$ cat config.mk
export PLATFORM = sky130hd
export DESIGN_NAME = powlib_ipmaxi_rd
export DESIGN_NICKNAME = d
export VERILOG_FILES = /design/src/rtl/powlib_ipmaxi_rd.sv
export SDC_FILE = /design/constraint.sdc
export NUM_CORES = 2
export LEC_CHECK = 0
export CAP_MARGIN = 20
export CORE_MARGIN = 4
export CORE_UTILIZATION = 40
export CTS_BUF_LIST = sky130_fd_sc_hd__clkbuf_4
export DETAILED_ROUTE_END_ITERATION = 10
export GPL_TIMING_DRIVEN = 1
export SYNTH_ARGS = -nofsm -noshare
export SYNTH_HDL_FRONTEND = slang
export SYNTH_SLANG_ARGS = --single-unit
$ cat constraint.sdc
create_clock -name clk -period 9.7 [get_ports clk]
set_input_delay 0.97 -clock clk [delete_from_list [all_inputs] [get_ports clk]]
set_output_delay 0.97 -clock clk [all_outputs]
set_load 0.1 [all_outputs]
$ cat src/rtl/powlib_ipmaxi_rd.sv
// AXI read master: queues word-count read requests, splits them into 4 KB-safe
// INCR bursts and forwards R beats annotated with the byte address of each beat.
module powlib_ipmaxi_rd #(
   parameter int MAX_BURST = 128,
   parameter     ID        = "IPMAXI_RD",
   parameter int EAR       = 0,
   parameter int EDBG      = 0,
   parameter int B_BPD     = 4,
   parameter int B_AW      = 32,
   localparam int B_DW     = 8*B_BPD
) (
   input  logic            clk,
   input  logic            rst,
   input  logic [B_AW-1:0] wraddr,
   input  logic [B_DW-1:0] wrdata,
   input  logic            wrvld,
   output logic            wrrdy,
   output logic            wrnf,
   output logic [B_AW-1:0] rdaddr,
   output logic [B_DW-1:0] rddata,
   output logic [1:0]      rdresp,
   output logic            rdvld,
   input  logic            rdrdy,
   output logic [B_AW-1:0] araddr,
   output logic [7:0]      arlen,
   output logic [2:0]      arsize,
   output logic [1:0]      arburst,
   output logic            arvalid,
   input  logic            arready,
   input  logic [B_DW-1:0] rdata,
   input  logic [1:0]      rresp,
   input  logic            rlast,
   input  logic            rvalid,
   output logic            rready
);

   localparam int              LG    = $clog2(B_BPD);
   localparam int              CW    = B_DW + 16;
   localparam logic [B_AW-1:0] AMASK = ~B_AW'(B_BPD - 1);
   // Debug-only parameters have no hardware effect; fold them into a dangling tag.
   localparam logic [7:0]      PTAG  = 8'(EAR) ^ 8'(EDBG) ^ 8'($bits(ID));

   logic unused_ptag_s;
   assign unused_ptag_s = ^PTAG;

   logic [B_AW-1:0] rq_addr_q [8];
   logic [B_DW-1:0] rq_len_q  [8];
   logic [2:0]      rq_wp_q, rq_wp_d, rq_rp_q, rq_rp_d;
   logic [3:0]      rq_cnt_q, rq_cnt_d;
   logic [B_AW-1:0] af_addr_q [4];
   logic [1:0]      af_wp_q, af_wp_d, af_rp_q, af_rp_d;
   logic [2:0]      af_cnt_q, af_cnt_d;
   logic [B_AW-1:0] boff_q, boff_d;

   logic [B_AW-1:0] head_addr_s, next_addr_s;
   logic [B_DW-1:0] head_len_s, next_len_s;
   logic [12:0]     pg_words_s;
   logic [8:0]      lim_s, beats_s;
   logic            rq_empty_s, rq_push_s, rq_pop_s, zero_drop_s, last_burst_s;
   logic            af_full_s, af_empty_s, af_pop_s, ar_hs_s, arvalid_s, beat_s;

   // The head request is consumed in place, so it stays in its slot until its last burst issues.
   assign head_addr_s  = rq_addr_q[rq_rp_q];
   assign head_len_s   = rq_len_q[rq_rp_q];
   assign rq_empty_s   = (rq_cnt_q == 4'd0);
   assign rq_push_s    = wrvld && (rq_cnt_q != 4'd8);
   assign af_full_s    = (af_cnt_q == 3'd4);
   assign af_empty_s   = (af_cnt_q == 3'd0);
   assign zero_drop_s  = !rq_empty_s && (head_len_s == '0);
   assign arvalid_s    = !rq_empty_s && (head_len_s != '0) && !af_full_s;
   assign ar_hs_s      = arvalid_s && arready;
   assign last_burst_s = (CW'(head_len_s) == CW'(beats_s));
   assign rq_pop_s     = zero_drop_s || (ar_hs_s && last_burst_s);
   assign next_addr_s  = head_addr_s + (B_AW'(beats_s) << LG);
   assign next_len_s   = head_len_s - B_DW'(beats_s);
   assign beat_s       = rvalid && rdrdy && !af_empty_s;
   assign af_pop_s     = beat_s && rlast;

   // Burst size: smallest of remaining words, MAX_BURST and words left in the 4 KB page.
   always_comb begin
      pg_words_s = (13'd4096 - {1'b0, head_addr_s[11:0]}) >> LG;
      if ({4'd0, 9'(MAX_BURST)} > pg_words_s) begin
         lim_s = pg_words_s[8:0];
      end else begin
         lim_s = 9'(MAX_BURST);
      end
      if (CW'(head_len_s) < CW'(lim_s)) begin
         beats_s = 9'(head_len_s);
      end else begin
         beats_s = lim_s;
      end
   end

   // Next-state for FIFO pointers, occupancy and the beat offset within the head burst.
   always_comb begin
      rq_wp_d  = rq_wp_q;
      rq_rp_d  = rq_rp_q;
      rq_cnt_d = rq_cnt_q;
      af_wp_d  = af_wp_q;
      af_rp_d  = af_rp_q;
      af_cnt_d = af_cnt_q;
      boff_d   = boff_q;
      if (rq_push_s) begin
         rq_wp_d = rq_wp_q + 3'd1;
      end else begin
         rq_wp_d = rq_wp_q;
      end
      if (rq_pop_s) begin
         rq_rp_d = rq_rp_q + 3'd1;
      end else begin
         rq_rp_d = rq_rp_q;
      end
      case ({rq_push_s, rq_pop_s})
         2'b10:   rq_cnt_d = rq_cnt_q + 4'd1;
         2'b01:   rq_cnt_d = rq_cnt_q - 4'd1;
         default: rq_cnt_d = rq_cnt_q;
      endcase
      if (ar_hs_s) begin
         af_wp_d = af_wp_q + 2'd1;
      end else begin
         af_wp_d = af_wp_q;
      end
      if (af_pop_s) begin
         af_rp_d = af_rp_q + 2'd1;
      end else begin
         af_rp_d = af_rp_q;
      end
      case ({ar_hs_s, af_pop_s})
         2'b10:   af_cnt_d = af_cnt_q + 3'd1;
         2'b01:   af_cnt_d = af_cnt_q - 3'd1;
         default: af_cnt_d = af_cnt_q;
      endcase
      if (beat_s) begin
         if (rlast) begin
            boff_d = '0;
         end else begin
            boff_d = boff_q + B_AW'(B_BPD);
         end
      end else begin
         boff_d = boff_q;
      end
   end

   // Pointer, counter and beat-offset registers.
   always_ff @(posedge clk or negedge rst) begin
      if (!rst) begin
         rq_wp_q  <= 3'd0;
         rq_rp_q  <= 3'd0;
         rq_cnt_q <= 4'd0;
         af_wp_q  <= 2'd0;
         af_rp_q  <= 2'd0;
         af_cnt_q <= 3'd0;
         boff_q   <= '0;
      end else begin
         rq_wp_q  <= rq_wp_d;
         rq_rp_q  <= rq_rp_d;
         rq_cnt_q <= rq_cnt_d;
         af_wp_q  <= af_wp_d;
         af_rp_q  <= af_rp_d;
         af_cnt_q <= af_cnt_d;
         boff_q   <= boff_d;
      end
   end

   // FIFO storage; push slot and in-place head slot never coincide while both are live.
   always_ff @(posedge clk or negedge rst) begin
      if (!rst) begin
         for (int i = 0; i < 8; i++) begin
            rq_addr_q[i] <= '0;
            rq_len_q[i]  <= '0;
         end
         for (int i = 0; i < 4; i++) begin
            af_addr_q[i] <= '0;
         end
      end else begin
         if (rq_push_s) begin
            rq_addr_q[rq_wp_q] <= wraddr & AMASK;
            rq_len_q[rq_wp_q]  <= wrdata;
         end
         if (ar_hs_s && !last_burst_s) begin
            rq_addr_q[rq_rp_q] <= next_addr_s;
            rq_len_q[rq_rp_q]  <= next_len_s;
         end
         if (ar_hs_s) begin
            af_addr_q[af_wp_q] <= head_addr_s;
         end
      end
   end

   assign wrrdy   = (rq_cnt_q != 4'd8);
   assign wrnf    = (rq_cnt_q <= 4'd6);
   assign arvalid = arvalid_s;
   assign araddr  = arvalid_s ? head_addr_s : '0;
   assign arlen   = arvalid_s ? 8'(beats_s - 9'd1) : 8'd0;
   assign arsize  = 3'(LG);
   assign arburst = 2'b01;
   assign rdvld   = rvalid;
   assign rddata  = rdata;
   assign rdresp  = rresp;
   assign rready  = rdrdy;
   assign rdaddr  = af_empty_s ? '0 : af_addr_q[af_rp_q] + boff_q;

endmodule

==> flow_summary.toml <==
[power_and_ir_drop]
total_leakage_power_nw = 19.3
power_frac_clock = 0.139
internal-power_mw = 9.36
ir_drop_uv = 536
swShare = 0.504
cellPowerDensity_mw_per_mm2 = 418
p_switching_mw = 9.50
p_seq_frac = 0.258
comb_power_share = 0.603

[grt]
grt_max_degree = 164
grt.total_usage = 0.240
gr-total-overflow = 0
antenna_found_initial = 17
grt_pass1_wl_mm = 198
grt_pass1_vias = 32159

[worst_hold_path]
min_path_cells = 2
min_to = "af_addr_q[38]$_DFFE_PN0P_"
min_from = "af_addr_q[38]$_DFFE_PN0P_"
hold_class = "reg2reg"

[timing]
rsz0062_at_grt = "false"
tns_ps = 0
slew_viol_final = 0
final.period_utilization = 0.876
setup_viol = 0
worst_pin_slew_ps = 1100
slew_headroom = 0.263
fmax_mhz = 118
final-hold-violation-count = 0
setup_slack_ps = 1210
period_minus_slack_ps = 8490
finClkSkew_ps = 51.1

[synth]
synth_edf_count = 0
async_reset_ff_frac = 1.00
yosys_most_used_dff = "dfrtp_1"
synthCells = 4105
yosysWarnings = 0
synth.avg_cell_area_um2 = 9.85
ys_ff_latch = 687
yosysSeqAreaShare = 0.425
synth_cell_types = 109
synthesis.area_mm2 = 0.0404

[setup_path]
rrSetupSlack_ps = 1210
path_buf_inv = 2
worstPathRequired_ps = 10590
cpLargestDelayFamily = "compound AO/OA/AOI/OAI gates"
worst-path-max-fanout = 41
worst-setup-path-type = "reg2reg"
startpoint_type = "register"
r2r-end = "rq_len_q[246]$_DFF_PN0_"
worstRegToRegCells = 25
crit_slowest_cell = "dfrtp_4"
r2r_start = "rq_rp_q[1]$_DFFE_PN0P_"
end_kind = "register"
crit_arrival_ps = 9380
slowest_delay_ps = 870

[drt]
wl_mm = 130
ant_nets = 0
routedWlPerCell_um = 23.1
vias = 32735
drc = 0
routed_via_density = 5.82
dr.pass1.iters = 5
drtIter0Drc = 2978

[floorplan]
boundaryPins = 221
fp-row-count = 116
fp.dieW_um = 326
initial_utilization = 0.404
dieArea_mm2 = 0.106
die_y_um = 326
core_mm2 = 0.100

[placed_design]
dp_hpwl_mm = 79.4
numPortBuffers = 145
routabilityCongestion = 0.908
dp_worst_setup_slack_ps = 1380

[cells_and_area]
final_nets = 4358
drive_gt1_frac = 0.206
fin_util = 0.450
layout_commonest_cell = "dfrtp_1"
area_growth_pct = 11.5
final_cell_mix = "dfrtp_1, a21oi_1, nor2_1"

[clock_tree]
clock-sinks = 687
cts_setup_buffers = 0
cts_hold_buf = 1
cts-root-buf = "clkbuf_4"
cts_tree = "built"
cts_resized = 0
numCtsBuffers = 189
clk_latency_ps = 1050
cts_max_path_buffers = 3
path_clk_slew_ps = 60
htreeDepth = 4

[flow_run]
cap_viol_max_count = 0

[outcome]
status = "finished, final reports clean"
## Yosys cell counts (22+ instances only)
master | count | area [um^2]
dfrtp_1 | 687 | 17200
xnor2_1 | 69 | 604
buf_4 | 52 | 390
clkbuf_1 | 188 | 706
nor2_1 | 371 | 1390
mux4_2 | 81 | 1820
mux2i_1 | 101 | 1010
a221oi_1 | 38 | 333
buf_2 | 71 | 355
ha_1 | 62 | 776
buf_6 | 36 | 405
a211oi_1 | 174 | 1310
a21o_1 | 28 | 210
o21ai_1 | 24 | 120
a21oi_1 | 464 | 2320
and3_1 | 22 | 138
inv_1 | 50 | 188
xor2_1 | 55 | 482
nand2_1 | 330 | 1240
mux2_2 | 315 | 3550
o21ai_0 | 275 | 1380
nand3_1 | 56 | 280
a22oi_1 | 24 | 180
nor2b_1 | 178 | 1110
## routing by layer
| metal | global-route usage | wire (um) | share of wire | vias to the layer above |
|---|---|---|---|---|
| met4 | 0.0777 | 3480 | 0.027 | 8 |
| met3 | 0.0534 | 9840 | 0.076 | 249 |
| met2 | 0.384 | 60300 | 0.46 | 1208 |
| li1 | - | - | - | 14980 |
| met1 | 0.324 | 56400 | 0.43 | 16290 |
| met5 | 0.000453 | 57 | 0.00044 | - |
## cell type report
cell class | instances | area, um^2
fill | 9614 | 55100
sequential | 687 | 17200
timing repair buffer | 257 | 2510
multi-input combinational | 2997 | 21200
inverter | 56 | 211
tap | 1298 | 1620
antenna | 14 | 35.0
clock inverter | 33 | 220
clock buffer | 280 | 2100
## power by group through the flow
stage	combinational (mW)	clock, mW	sequential [mW]
3_3_place_gp	11.2	0	4.84
6_report	11.4	2.63	4.86
3_5_place_dp	11.3	0	4.88
2_1_floorplan	8.55	0	4.60
5_1_grt	12.2	2.84	5.00
4_1_cts	11.3	2.70	4.84
## logic make-up after synthesis
kind of cell,Yosys count,share of synthesized area
AO/OA/AOI/OAI,1172,0.177
XOR/XNOR,133,0.0305
adder cells (fa/ha/maj),65,0.0207
buffers and inverters,426,0.0546
flip-flops,687,0.425
multiplexers,509,0.161
other,2,0.000186
AND/OR/NAND/NOR,1111,0.130
## flip-flops by register name, indices dropped and copies added (netlist names)
name and cells:
boff_q 30, rq_rp_q 3, af_addr_q 128, af_rp_q 2
af_cnt_q 3, rq_len_q 256, rq_cnt_q 4, rq_wp_q 3
rq_addr_q 256, af_wp_q 2
## stage by stage
step                      cells  hold WS, ps  instance area, um^2  total power [mW]
after floorplan            4110          445                40400              13.1
after global placement     5292          457                42700              16.0
after detailed placement   5293          466                42700              16.2
after CTS                  5607          479                45000              18.8
after global routing       5614          495                45000              20.0
final                      5622          475                45100              18.9
## worst min-delay path, cell delays in order, from the launching register on
cell and delay, ps:
dfrtp_1 330, nand2_1 40, o21ai_0 60
## worst max-delay path by stage
| stage | slack [ps] | from | endpoint | depth (start not counted) |
|---|---|---|---|---|
| floorplan | 2570 | rq_rp_q[1]$_DFFE_PN0P_ | arlen[7] | 23 |
| global placement | 1470 | rq_rp_q[1]$_DFFE_PN0P_ | rq_len_q[240]$_DFF_PN0_ | 26 |
| detailed placement | 1380 | rq_rp_q[1]$_DFFE_PN0P_ | rq_len_q[246]$_DFF_PN0_ | 25 |
| CTS | 1200 | rq_rp_q[1]$_DFFE_PN0P_ | arlen[7] | 21 |
| global route | 750 | rq_rp_q[1]$_DFFE_PN0P_ | rq_len_q[240]$_DFF_PN0_ | 26 |
| finish | 1210 | rq_rp_q[1]$_DFFE_PN0P_ | rq_len_q[246]$_DFF_PN0_ | 25 |
Note: power is estimated with default switching activity, not from simulation.
